--- src/rtl/uart_bridge_reg_block_if.sv ---
// AXI4-Lite bus bundle shared by the UART bridge master and its register-file slave.
interface axi4_lite_if #(
  parameter int unsigned ADDR_WIDTH = 32,
  parameter int unsigned DATA_WIDTH = 32
);
  logic [ADDR_WIDTH-1:0]   awaddr;
  logic [2:0]              awprot;
  logic                    awvalid;
  logic                    awready;
  logic [DATA_WIDTH-1:0]   wdata;
  logic [DATA_WIDTH/8-1:0] wstrb;
  logic                    wvalid;
  logic                    wready;
  logic [1:0]              bresp;
  logic                    bvalid;
  logic                    bready;
  logic [ADDR_WIDTH-1:0]   araddr;
  logic [2:0]              arprot;
  logic                    arvalid;
  logic                    arready;
  logic [DATA_WIDTH-1:0]   rdata;
  logic [1:0]              rresp;
  logic                    rvalid;
  logic                    rready;

  modport slave (
    input  awaddr, awprot, awvalid, output awready,
    input  wdata, wstrb, wvalid,    output wready,
    output bresp, bvalid,           input  bready,
    input  araddr, arprot, arvalid, output arready,
    output rdata, rresp, rvalid,    input  rready
  );

  modport master (
    output awaddr, awprot, awvalid, input  awready,
    output wdata, wstrb, wvalid,    input  wready,
    input  bresp, bvalid,           output bready,
    output araddr, arprot, arvalid, input  arready,
    input  rdata, rresp, rvalid,    output rready
  );
endinterface

--- src/rtl/uart_bridge_reg_block.sv ---
// AXI4-Lite register file exposing UART bridge configuration, status counters and scratch registers.
module uart_bridge_reg_block #(
  parameter int unsigned           ADDR_WIDTH = 32,
  parameter int unsigned           DATA_WIDTH = 32,
  parameter logic [ADDR_WIDTH-1:0] BASE_ADDR  = 32'h0000_1000
) (
  input  logic             clk,
  input  logic             rst,
  axi4_lite_if.slave       axi,
  output logic             bridge_reset_stats,
  output logic [7:0]       baud_div_config,
  output logic [7:0]       timeout_config,
  output logic [3:0]       debug_mode,
  input  logic [7:0]       error_code,
  input  logic [15:0]      tx_count,
  input  logic [15:0]      rx_count,
  input  logic [7:0]       fifo_status
);

  localparam logic [1:0]            RESP_OKAY   = 2'b00;
  localparam logic [1:0]            RESP_SLVERR = 2'b10;
  localparam logic [DATA_WIDTH-1:0] VERSION     = 32'h0001_0000;

  logic                    aw_done;
  logic                    w_done;
  logic [ADDR_WIDTH-1:0]   aw_addr_q;
  logic [DATA_WIDTH-1:0]   w_data_q;
  logic [DATA_WIDTH/8-1:0] w_strb_q;
  logic                    bvalid_q;
  logic [1:0]              bresp_q;
  logic                    rvalid_q;
  logic [1:0]              rresp_q;
  logic [DATA_WIDTH-1:0]   rdata_q;
  logic [15:0]             cfg_q;
  logic [3:0]              dbg_q;
  logic [DATA_WIDTH-1:0]   test_q [4];
  logic                    stats_pulse_q;

  logic                    wr_commit;
  logic                    wr_ok;
  logic [3:0]              wr_idx;
  logic                    ar_hs;
  logic                    rd_ok;
  logic [3:0]              rd_idx;
  logic [DATA_WIDTH-1:0]   rd_word;

  function automatic logic addr_ok(input logic [ADDR_WIDTH-1:0] a);
    return (a[ADDR_WIDTH-1:12] == BASE_ADDR[ADDR_WIDTH-1:12]) &&
           (a[1:0] == 2'b00) && (a[11:0] <= 12'h02C);
  endfunction

  // Ready flags are gated by rst so they read 0 throughout reset.
  assign axi.awready = rst && !aw_done && !bvalid_q;
  assign axi.wready  = rst && !w_done  && !bvalid_q;
  assign axi.arready = rst && !rvalid_q;
  assign axi.bvalid  = bvalid_q;
  assign axi.bresp   = bresp_q;
  assign axi.rvalid  = rvalid_q;
  assign axi.rresp   = rresp_q;
  assign axi.rdata   = rdata_q;

  assign bridge_reset_stats = stats_pulse_q;
  assign baud_div_config    = cfg_q[7:0];
  assign timeout_config     = cfg_q[15:8];
  assign debug_mode         = dbg_q;

  assign wr_commit = aw_done && w_done && !bvalid_q;
  assign wr_ok     = addr_ok(aw_addr_q);
  assign wr_idx    = aw_addr_q[5:2];
  assign ar_hs     = axi.arvalid && axi.arready;
  assign rd_ok     = addr_ok(axi.araddr);
  assign rd_idx    = axi.araddr[5:2];

  always_comb begin
    rd_word = '0;
    case (rd_idx)
      4'h1: rd_word[7:0]  = error_code;
      4'h2: rd_word[15:0] = cfg_q;
      4'h3: rd_word[3:0]  = dbg_q;
      4'h4: rd_word[15:0] = tx_count;
      4'h5: rd_word[15:0] = rx_count;
      4'h6: rd_word[7:0]  = fifo_status;
      4'h7: rd_word       = VERSION;
      4'h8, 4'h9, 4'hA, 4'hB: rd_word = test_q[rd_idx[1:0]];
      default: rd_word = '0;
    endcase
  end

  always_ff @(posedge clk) begin
    if (!rst) begin
      aw_done       <= 1'b0;
      w_done        <= 1'b0;
      aw_addr_q     <= '0;
      w_data_q      <= '0;
      w_strb_q      <= '0;
      bvalid_q      <= 1'b0;
      bresp_q       <= RESP_OKAY;
      rvalid_q      <= 1'b0;
      rresp_q       <= RESP_OKAY;
      rdata_q       <= '0;
      cfg_q         <= '0;
      dbg_q         <= '0;
      stats_pulse_q <= 1'b0;
      for (int unsigned i = 0; i < 4; i++) test_q[i] <= '0;
    end else begin
      stats_pulse_q <= 1'b0;

      if (axi.awvalid && axi.awready) begin
        aw_done   <= 1'b1;
        aw_addr_q <= axi.awaddr;
      end
      if (axi.wvalid && axi.wready) begin
        w_done   <= 1'b1;
        w_data_q <= axi.wdata;
        w_strb_q <= axi.wstrb;
      end

      // Register update and response are issued together; the stats pulse coincides with the first B cycle.
      if (wr_commit) begin
        bvalid_q <= 1'b1;
        bresp_q  <= wr_ok ? RESP_OKAY : RESP_SLVERR;
        if (wr_ok) begin
          case (wr_idx)
            4'h0: stats_pulse_q <= w_strb_q[0] && w_data_q[0];
            4'h2: begin
              if (w_strb_q[0]) cfg_q[7:0]  <= w_data_q[7:0];
              if (w_strb_q[1]) cfg_q[15:8] <= w_data_q[15:8];
            end
            4'h3: if (w_strb_q[0]) dbg_q <= w_data_q[3:0];
            4'h8, 4'h9, 4'hA, 4'hB: begin
              for (int unsigned b = 0; b < DATA_WIDTH/8; b++) begin
                if (w_strb_q[b]) test_q[wr_idx[1:0]][8*b +: 8] <= w_data_q[8*b +: 8];
              end
            end
            default: ;
          endcase
        end
      end

      if (bvalid_q && axi.bready) begin
        bvalid_q <= 1'b0;
        aw_done  <= 1'b0;
        w_done   <= 1'b0;
      end

      if (ar_hs) begin
        rvalid_q <= 1'b1;
        rdata_q  <= rd_ok ? rd_word : '0;
        rresp_q  <= rd_ok ? RESP_OKAY : RESP_SLVERR;
      end else if (rvalid_q && axi.rready) begin
        rvalid_q <= 1'b0;
      end
    end
  end

endmodule

--- src/flat_wrapper.sv ---
// flat-port wrapper written by rule: the top's interface ports become plain ports
module uart_bridge_reg_block_flat 
#(
  parameter int unsigned           ADDR_WIDTH = 32,
  parameter int unsigned           DATA_WIDTH = 32,
  parameter logic [ADDR_WIDTH-1:0] BASE_ADDR  = 32'h0000_1000
)
  (clk, rst, bridge_reset_stats, baud_div_config, timeout_config, debug_mode, error_code, tx_count, rx_count, fifo_status, axi_awaddr, axi_awprot, axi_awvalid, axi_awready, axi_wdata, axi_wstrb, axi_wvalid, axi_wready, axi_bresp, axi_bvalid, axi_bready, axi_araddr, axi_arprot, axi_arvalid, axi_arready, axi_rdata, axi_rresp, axi_rvalid, axi_rready);
  axi4_lite_if #(.ADDR_WIDTH(ADDR_WIDTH), .DATA_WIDTH(DATA_WIDTH)) axi_i ();
  input  logic clk;
  input  logic rst;
  output logic bridge_reset_stats;
  output logic [7:0] baud_div_config;
  output logic [7:0] timeout_config;
  output logic [3:0] debug_mode;
  input  logic [7:0] error_code;
  input  logic [15:0] tx_count;
  input  logic [15:0] rx_count;
  input  logic [7:0] fifo_status;
  input wire logic [$bits(axi_i.awaddr)-1:0] axi_awaddr;
  input wire logic [$bits(axi_i.awprot)-1:0] axi_awprot;
  input wire logic [$bits(axi_i.awvalid)-1:0] axi_awvalid;
  output wire logic [$bits(axi_i.awready)-1:0] axi_awready;
  input wire logic [$bits(axi_i.wdata)-1:0] axi_wdata;
  input wire logic [$bits(axi_i.wstrb)-1:0] axi_wstrb;
  input wire logic [$bits(axi_i.wvalid)-1:0] axi_wvalid;
  output wire logic [$bits(axi_i.wready)-1:0] axi_wready;
  output wire logic [$bits(axi_i.bresp)-1:0] axi_bresp;
  output wire logic [$bits(axi_i.bvalid)-1:0] axi_bvalid;
  input wire logic [$bits(axi_i.bready)-1:0] axi_bready;
  input wire logic [$bits(axi_i.araddr)-1:0] axi_araddr;
  input wire logic [$bits(axi_i.arprot)-1:0] axi_arprot;
  input wire logic [$bits(axi_i.arvalid)-1:0] axi_arvalid;
  output wire logic [$bits(axi_i.arready)-1:0] axi_arready;
  output wire logic [$bits(axi_i.rdata)-1:0] axi_rdata;
  output wire logic [$bits(axi_i.rresp)-1:0] axi_rresp;
  output wire logic [$bits(axi_i.rvalid)-1:0] axi_rvalid;
  input wire logic [$bits(axi_i.rready)-1:0] axi_rready;
  assign axi_i.awaddr = axi_awaddr;
  assign axi_i.awprot = axi_awprot;
  assign axi_i.awvalid = axi_awvalid;
  assign axi_awready = axi_i.awready;
  assign axi_i.wdata = axi_wdata;
  assign axi_i.wstrb = axi_wstrb;
  assign axi_i.wvalid = axi_wvalid;
  assign axi_wready = axi_i.wready;
  assign axi_bresp = axi_i.bresp;
  assign axi_bvalid = axi_i.bvalid;
  assign axi_i.bready = axi_bready;
  assign axi_i.araddr = axi_araddr;
  assign axi_i.arprot = axi_arprot;
  assign axi_i.arvalid = axi_arvalid;
  assign axi_arready = axi_i.arready;
  assign axi_rdata = axi_i.rdata;
  assign axi_rresp = axi_i.rresp;
  assign axi_rvalid = axi_i.rvalid;
  assign axi_i.rready = axi_rready;
  uart_bridge_reg_block #(.ADDR_WIDTH(ADDR_WIDTH), .DATA_WIDTH(DATA_WIDTH), .BASE_ADDR(BASE_ADDR)) u_core (.clk(clk), .rst(rst), .axi(axi_i), .bridge_reset_stats(bridge_reset_stats), .baud_div_config(baud_div_config), .timeout_config(timeout_config), .debug_mode(debug_mode), .error_code(error_code), .tx_count(tx_count), .rx_count(rx_count), .fifo_status(fifo_status));
endmodule
--- config.mk ---
export PLATFORM = sky130hd
export DESIGN_NAME = uart_bridge_reg_block_flat
export DESIGN_NICKNAME = d
export VERILOG_FILES = /design/src/rtl/uart_bridge_reg_block_if.sv /design/src/rtl/uart_bridge_reg_block.sv /design/src/flat_wrapper.sv
export SDC_FILE = /design/constraint.sdc
export NUM_CORES = 1
export LEC_CHECK = 0
export CORE_MARGIN = 3
export CORE_UTILIZATION = 52
export DETAILED_ROUTE_END_ITERATION = 8
export GPL_ROUTABILITY_DRIVEN = 0
export PLACE_DENSITY = 0.81
export SKIP_CTS_REPAIR_TIMING = 1
export SLEW_MARGIN = 0
export SYNTH_ARGS = -nofsm -noshare
export SYNTH_HDL_FRONTEND = slang
export SYNTH_SLANG_ARGS = --single-unit
--- constraint.sdc ---
create_clock -name clk -period 3.6 [get_ports clk]
set_clock_uncertainty 0.1 [all_clocks]
set_input_delay 0.9 -clock clk [delete_from_list [all_inputs] [get_ports clk]]
set_output_delay 0.9 -clock clk [all_outputs]
set_load 0.03 [all_outputs]
==> report_table.html <==
<table>
<tr><th>Metric</th><th>Value</th></tr>
<tr><th colspan="2">Yosys</th></tr>
<tr><td>Multiplexer share of the synthesized area</td><td>8.61%</td></tr>
<tr><td>Netlist area before placement</td><td>between 0.01 and 0.015 mm^2</td></tr>
<tr><td>Post-synthesis sequential area ratio</td><td>approximately 58%</td></tr>
<tr><td>Cell accounting for the most synthesized area</td><td>sky130_fd_sc_hd__edfxtp_1</td></tr>
<tr><td>Number of unique standard cell types used by synthesis</td><td>51</td></tr>
<tr><td>Most frequently used cell type in the post-synthesis netlist</td><td>sky130_fd_sc_hd__nand2_1</td></tr>
<tr><td>Synth Area in Simple Gates</td><td>roughly 22%</td></tr>
<tr><td>Top post-synthesis cells by count</td><td>sky130_fd_sc_hd__nand2_1 (207), sky130_fd_sc_hd__edfxtp_1 (128), sky130_fd_sc_hd__dfxtp_1 (127), sky130_fd_sc_hd__and3_1 (78), sky130_fd_sc_hd__a21oi_1 (74)</td></tr>
<tr><td>Top cells by area, synth</td><td>sky130_fd_sc_hd__edfxtp_1 (35%), sky130_fd_sc_hd__dfxtp_1 (23%), sky130_fd_sc_hd__nand2_1 (7.0%)</td></tr>
<tr><td>Post-synthesis average cell area</td><td>10.9 um^2</td></tr>
<tr><td>Share of synthesized cell area in full adder, half adder and majority cells</td><td>0%</td></tr>
<tr><td>Fraction of synthesized cell area taken by the top area cell type</td><td>around a third</td></tr>
<tr><td>Synthesized-area fraction occupied by xor and xnor cells</td><td>0%</td></tr>
<tr><td>Proportion of synthesized flip-flops having asynchronous set or reset</td><td>0%</td></tr>
<tr><td>Dominant synthesized flop cell</td><td>sky130_fd_sc_hd__edfxtp_1</td></tr>
<tr><td>Flip-flop and latch count after synthesis</td><td>255</td></tr>
<tr><td>Dominant combinational cell family by area after synthesis</td><td>simple AND/OR/NAND/NOR gates</td></tr>
<tr><td>Post-synthesis compound-gate area fraction</td><td>9.18%</td></tr>
<tr><td>Number of enable flip-flop cells after synthesis</td><td>128</td></tr>
<tr><td>Count of synthesis-stage warnings from yosys</td><td>0</td></tr>
<tr><td>Syn Inst Count</td><td>roughly 1,000</td></tr>
<tr><th colspan="2">Clocking</th></tr>
<tr><td>CTS Root Cell</td><td>sky130_fd_sc_hd__clkbuf_16</td></tr>
<tr><td>Level count of the clock H-tree</td><td>1</td></tr>
<tr><td>Clk buf depth</td><td>3</td></tr>
<tr><td>Latest clock arrival within the worst-skew pair</td><td>roughly 0.52 ns</td></tr>
<tr><td>CTS clk-pin slew, worst paths</td><td>0.06 ns</td></tr>
<tr><td>Clock buffers created by TritonCTS</td><td>25</td></tr>
<tr><td>CTS tree</td><td>built</td></tr>
<tr><td>Sink Count</td><td>255</td></tr>
<tr><th colspan="2">Power and ir drop</th></tr>
<tr><td>Reported leakage power</td><td>between 0.005 and 0.006 uW</td></tr>
<tr><td>VDD IR-drop max</td><td>approximately 0.00034 V</td></tr>
<tr><td>Power per cell area</td><td>about 440 mW/mm^2</td></tr>
<tr><td>Total Power</td><td>~6400 uW</td></tr>
<tr><th colspan="2">Timing</th></tr>
<tr><td>Tightest Pin Transition</td><td>about 1.1 ns</td></tr>
<tr><td>Upper clock frequency limit</td><td>between 200 and 300 MHz</td></tr>
<tr><td>Relative max-transition margin</td><td>between 20 and 25%</td></tr>
<tr><td>Final hold violations</td><td>0</td></tr>
<tr><td>Crit path time final</td><td>~3.4 ns</td></tr>
<tr><td>Number of failing setup endpoints in the final timing report</td><td>0</td></tr>
<tr><td>Count of pins over their slew limit</td><td>0</td></tr>
<tr><td>Post-Route Setup TNS</td><td>0 ns</td></tr>
<tr><td>Worst-case hold slack</td><td>between 0.3 and 0.4 ns</td></tr>
<tr><td>Unrepaired setup endpoints after global routing</td><td>no</td></tr>
<tr><td>Period Utilization, post-route</td><td>94.1%</td></tr>
<tr><th colspan="2">Setup path</th></tr>
<tr><td>Crit start category</td><td>input pin</td></tr>
<tr><td>Data arrival time of the critical path</td><td>between 2 and 2.5 ns</td></tr>
<tr><td>Capturing element type of the critical path</td><td>output pin</td></tr>
<tr><td>Setup Crit Path Kind</td><td>in -&gt; out</td></tr>
<tr><td>Endpoint required time on the critical path</td><td>between 2 and 3 ns</td></tr>
<tr><td>Largest fanout of any net on the critical path</td><td>22</td></tr>
<tr><th colspan="2">Global route</th></tr>
<tr><td>Antenna violations before repair</td><td>0</td></tr>
<tr><td>Via count of the first global-routing pass</td><td>8,437</td></tr>
<tr><td>Overflow after GRT</td><td>0</td></tr>
<tr><td>Maximum number of pins on one net before global-route repair</td><td>between 60 and 70</td></tr>
<tr><td>First-pass GRT wire length</td><td>45.4 mm</td></tr>
<tr><td>Overall Global Routing Usage</td><td>about a quarter</td></tr>
<tr><th colspan="2">Die</th></tr>
<tr><td>Die W</td><td>about 150 um</td></tr>
<tr><td>Initial Utilization</td><td>53.8%</td></tr>
<tr><td>Rows</td><td>52</td></tr>
<tr><td>Area of the die</td><td>approximately 0.023 mm^2</td></tr>
<tr><td>DIE HEIGHT</td><td>152 um</td></tr>
<tr><td>Floorplan core area</td><td>between 0.02 and 0.025 mm^2</td></tr>
<tr><td>Number of placed I/O pins</td><td>approximately 220</td></tr>
<tr><th colspan="2">Placed design</th></tr>
<tr><td>Cell count after placement</td><td>about 1,500</td></tr>
<tr><td>Detailed-placement wirelength estimate</td><td>roughly 20 mm</td></tr>
<tr><td>IO Port Bufs</td><td>~210</td></tr>
<tr><th colspan="2">Detailed routing</th></tr>
<tr><td>Number of remaining DRC errors</td><td>0</td></tr>
<tr><td>Vias per cell</td><td>about 5.7</td></tr>
<tr><td>Total iterations of the first detailed-routing run</td><td>5</td></tr>
<tr><td>Via count of the routed design</td><td>8,648</td></tr>
<tr><td>Routed wirelength normalized by instance count</td><td>approximately 19 um</td></tr>
<tr><td>Total routed wirelength</td><td>29.0 mm</td></tr>
<tr><td>DRC violation total after the first TritonRoute iteration</td><td>between 700 and 800</td></tr>
<tr><td>Final antenna-violating net count</td><td>0</td></tr>
<tr><th colspan="2">Layout</th></tr>
<tr><td>Total inserted antenna cells</td><td>0</td></tr>
<tr><td>Proportion of layout cells with a drive suffix above 1</td><td>between 10% and 20%</td></tr>
<tr><td>Layout overhead on the synthesized area</td><td>31.2%</td></tr>
<tr><td>Fillcell total</td><td>roughly 1,400</td></tr>
<tr><td>Total number of nets in the final design</td><td>approximately 1,400</td></tr>
<tr><td>Count of placed standard cells in the final layout, fillers left out</td><td>between 1,500 and 2,000</td></tr>
<tr><th colspan="2">Status</th></tr>
<tr><td>Outcome</td><td>completed</td></tr>
<tr><th colspan="2">Min path</th></tr>
<tr><td>Classification of the worst-slack hold path</td><td>reg -&gt; reg</td></tr>
<tr><th colspan="2">Job</th></tr>
<tr><td>Max cap viols</td><td>0</td></tr>
</table>
==> cell type report <==
cell class / count / area (um^2) / area share (%)
Clock inverter: 14 / 166 / 1.15
Sequential cell: 255 / 6390 / 44.0
Clock buffer: 31 / 683 / 4.70
Inverter: 2 / 7.51 / 0.0517
Timing Repair Buffer: 261 / 2540 / 17.5
Tap cell: 270 / 338 / 2.33
Multi-Input combinational cell: 690 / 4400 / 30.3
==> cells by family after synthesis <==
family / after synthesis
and+or+nand+nor: 466
DFF: 255
AOI/OAI and AO/OA: 166
buffers and inverters: 75
muxes: 56
other: 1
==> cell usage in the layout (no fill, tap or decap), drive strengths merged, types with 3 or more instances in the layout <==
cell           instances
clkdlybuf4s50        209
nand4                  6
o21ai                 38
a21oi                 74
buf                   52
dfxtp                127
clkbuf                31
bufinv                 4
nor4b                  3
a22o                   8
mux4                  31
nand3b                 3
edfxtp               128
nor2b                  9
nand3                 11
mux2                   4
and3                  78
a221oi                 4
and2                  74
mux2i                 21
clkinv                 8
nand2                207
nor3                   9
a21boi                10
nor2                  35
nand2b                 6
a222oi                12
nor4                  15
a22oi                 13
or3                    3
==> path summary, 6_finish.rpt <==
check                             from                  end  slack [ns]  depth (start not counted)
setup / recovery                   rst           axi_wready        0.21                          5
hold reg to reg    u_core.axi.rdata[8]  u_core.axi.rdata[8]        0.35                          2
setup reg to reg  u_core.aw_addr_q[15]  u_core.test_q[2][7]        0.62                          5
hold / removal     u_core.axi.rdata[8]  u_core.axi.rdata[8]        0.35                          2
==> critical path, stage by stage <==
cell	delay, ns
sky130_fd_sc_hd__clkdlybuf4s50_1	0.64
sky130_fd_sc_hd__buf_4	0.30
sky130_fd_sc_hd__nand2b_1	0.11
sky130_fd_sc_hd__nor2_1	0.27
sky130_fd_sc_hd__buf_12	0.17
==> sequential cells by signal, summed over array words and instances, names as in the netlist <==
name / count
u_core.cfg_q: 16
u_core.w_done: 1
u_core.bridge_reset_stats: 1
u_core.axi.bresp: 1
u_core.w_strb_q: 4
u_core.test_q: 128
u_core.axi.bvalid: 1
u_core.axi.rresp: 1
u_core.axi.rvalid: 1
u_core.debug_mode: 4
u_core.axi.rdata: 32
u_core.aw_addr_q: 32
u_core.w_data_q: 32
u_core.aw_done: 1
==> per-layer routing <==
layer,share of wire (%),up-vias,GRT usage (%)
met5,0,-,0
met4,2.1,0,6.68
met3,9.6,53,7.11
met2,48,400,39.4
met1,41,4093,31.5
li1,-,4102,-
==> report_power, final <==
| group | switching, uW | leakage (uW) | internal (uW) |
|---|---|---|---|
| clock network | 1060 | 0.000417 | 1630 |
| logic | 274 | 0.00267 | 296 |
| registers | 59.1 | 0.00235 | 3130 |
| total | 1390 | 0.00544 | 5050 |
==> through the flow <==
| step | cell area (um^2) | setup WS [ns] | utilization [%] |
|---|---|---|---|
| finish | 14500 | 0.214 | 70.6 |
| global route | 14500 | 0.141 | 70.6 |
| CTS | 14500 | 0.231 | 70.6 |
| detailed placement | 13700 | 0.212 | 66.5 |
| global placement | 13700 | 0.247 | 66.5 |
| floorplan | 11100 | 0.687 | - |
Note: power is estimated with default switching activity, not from simulation.
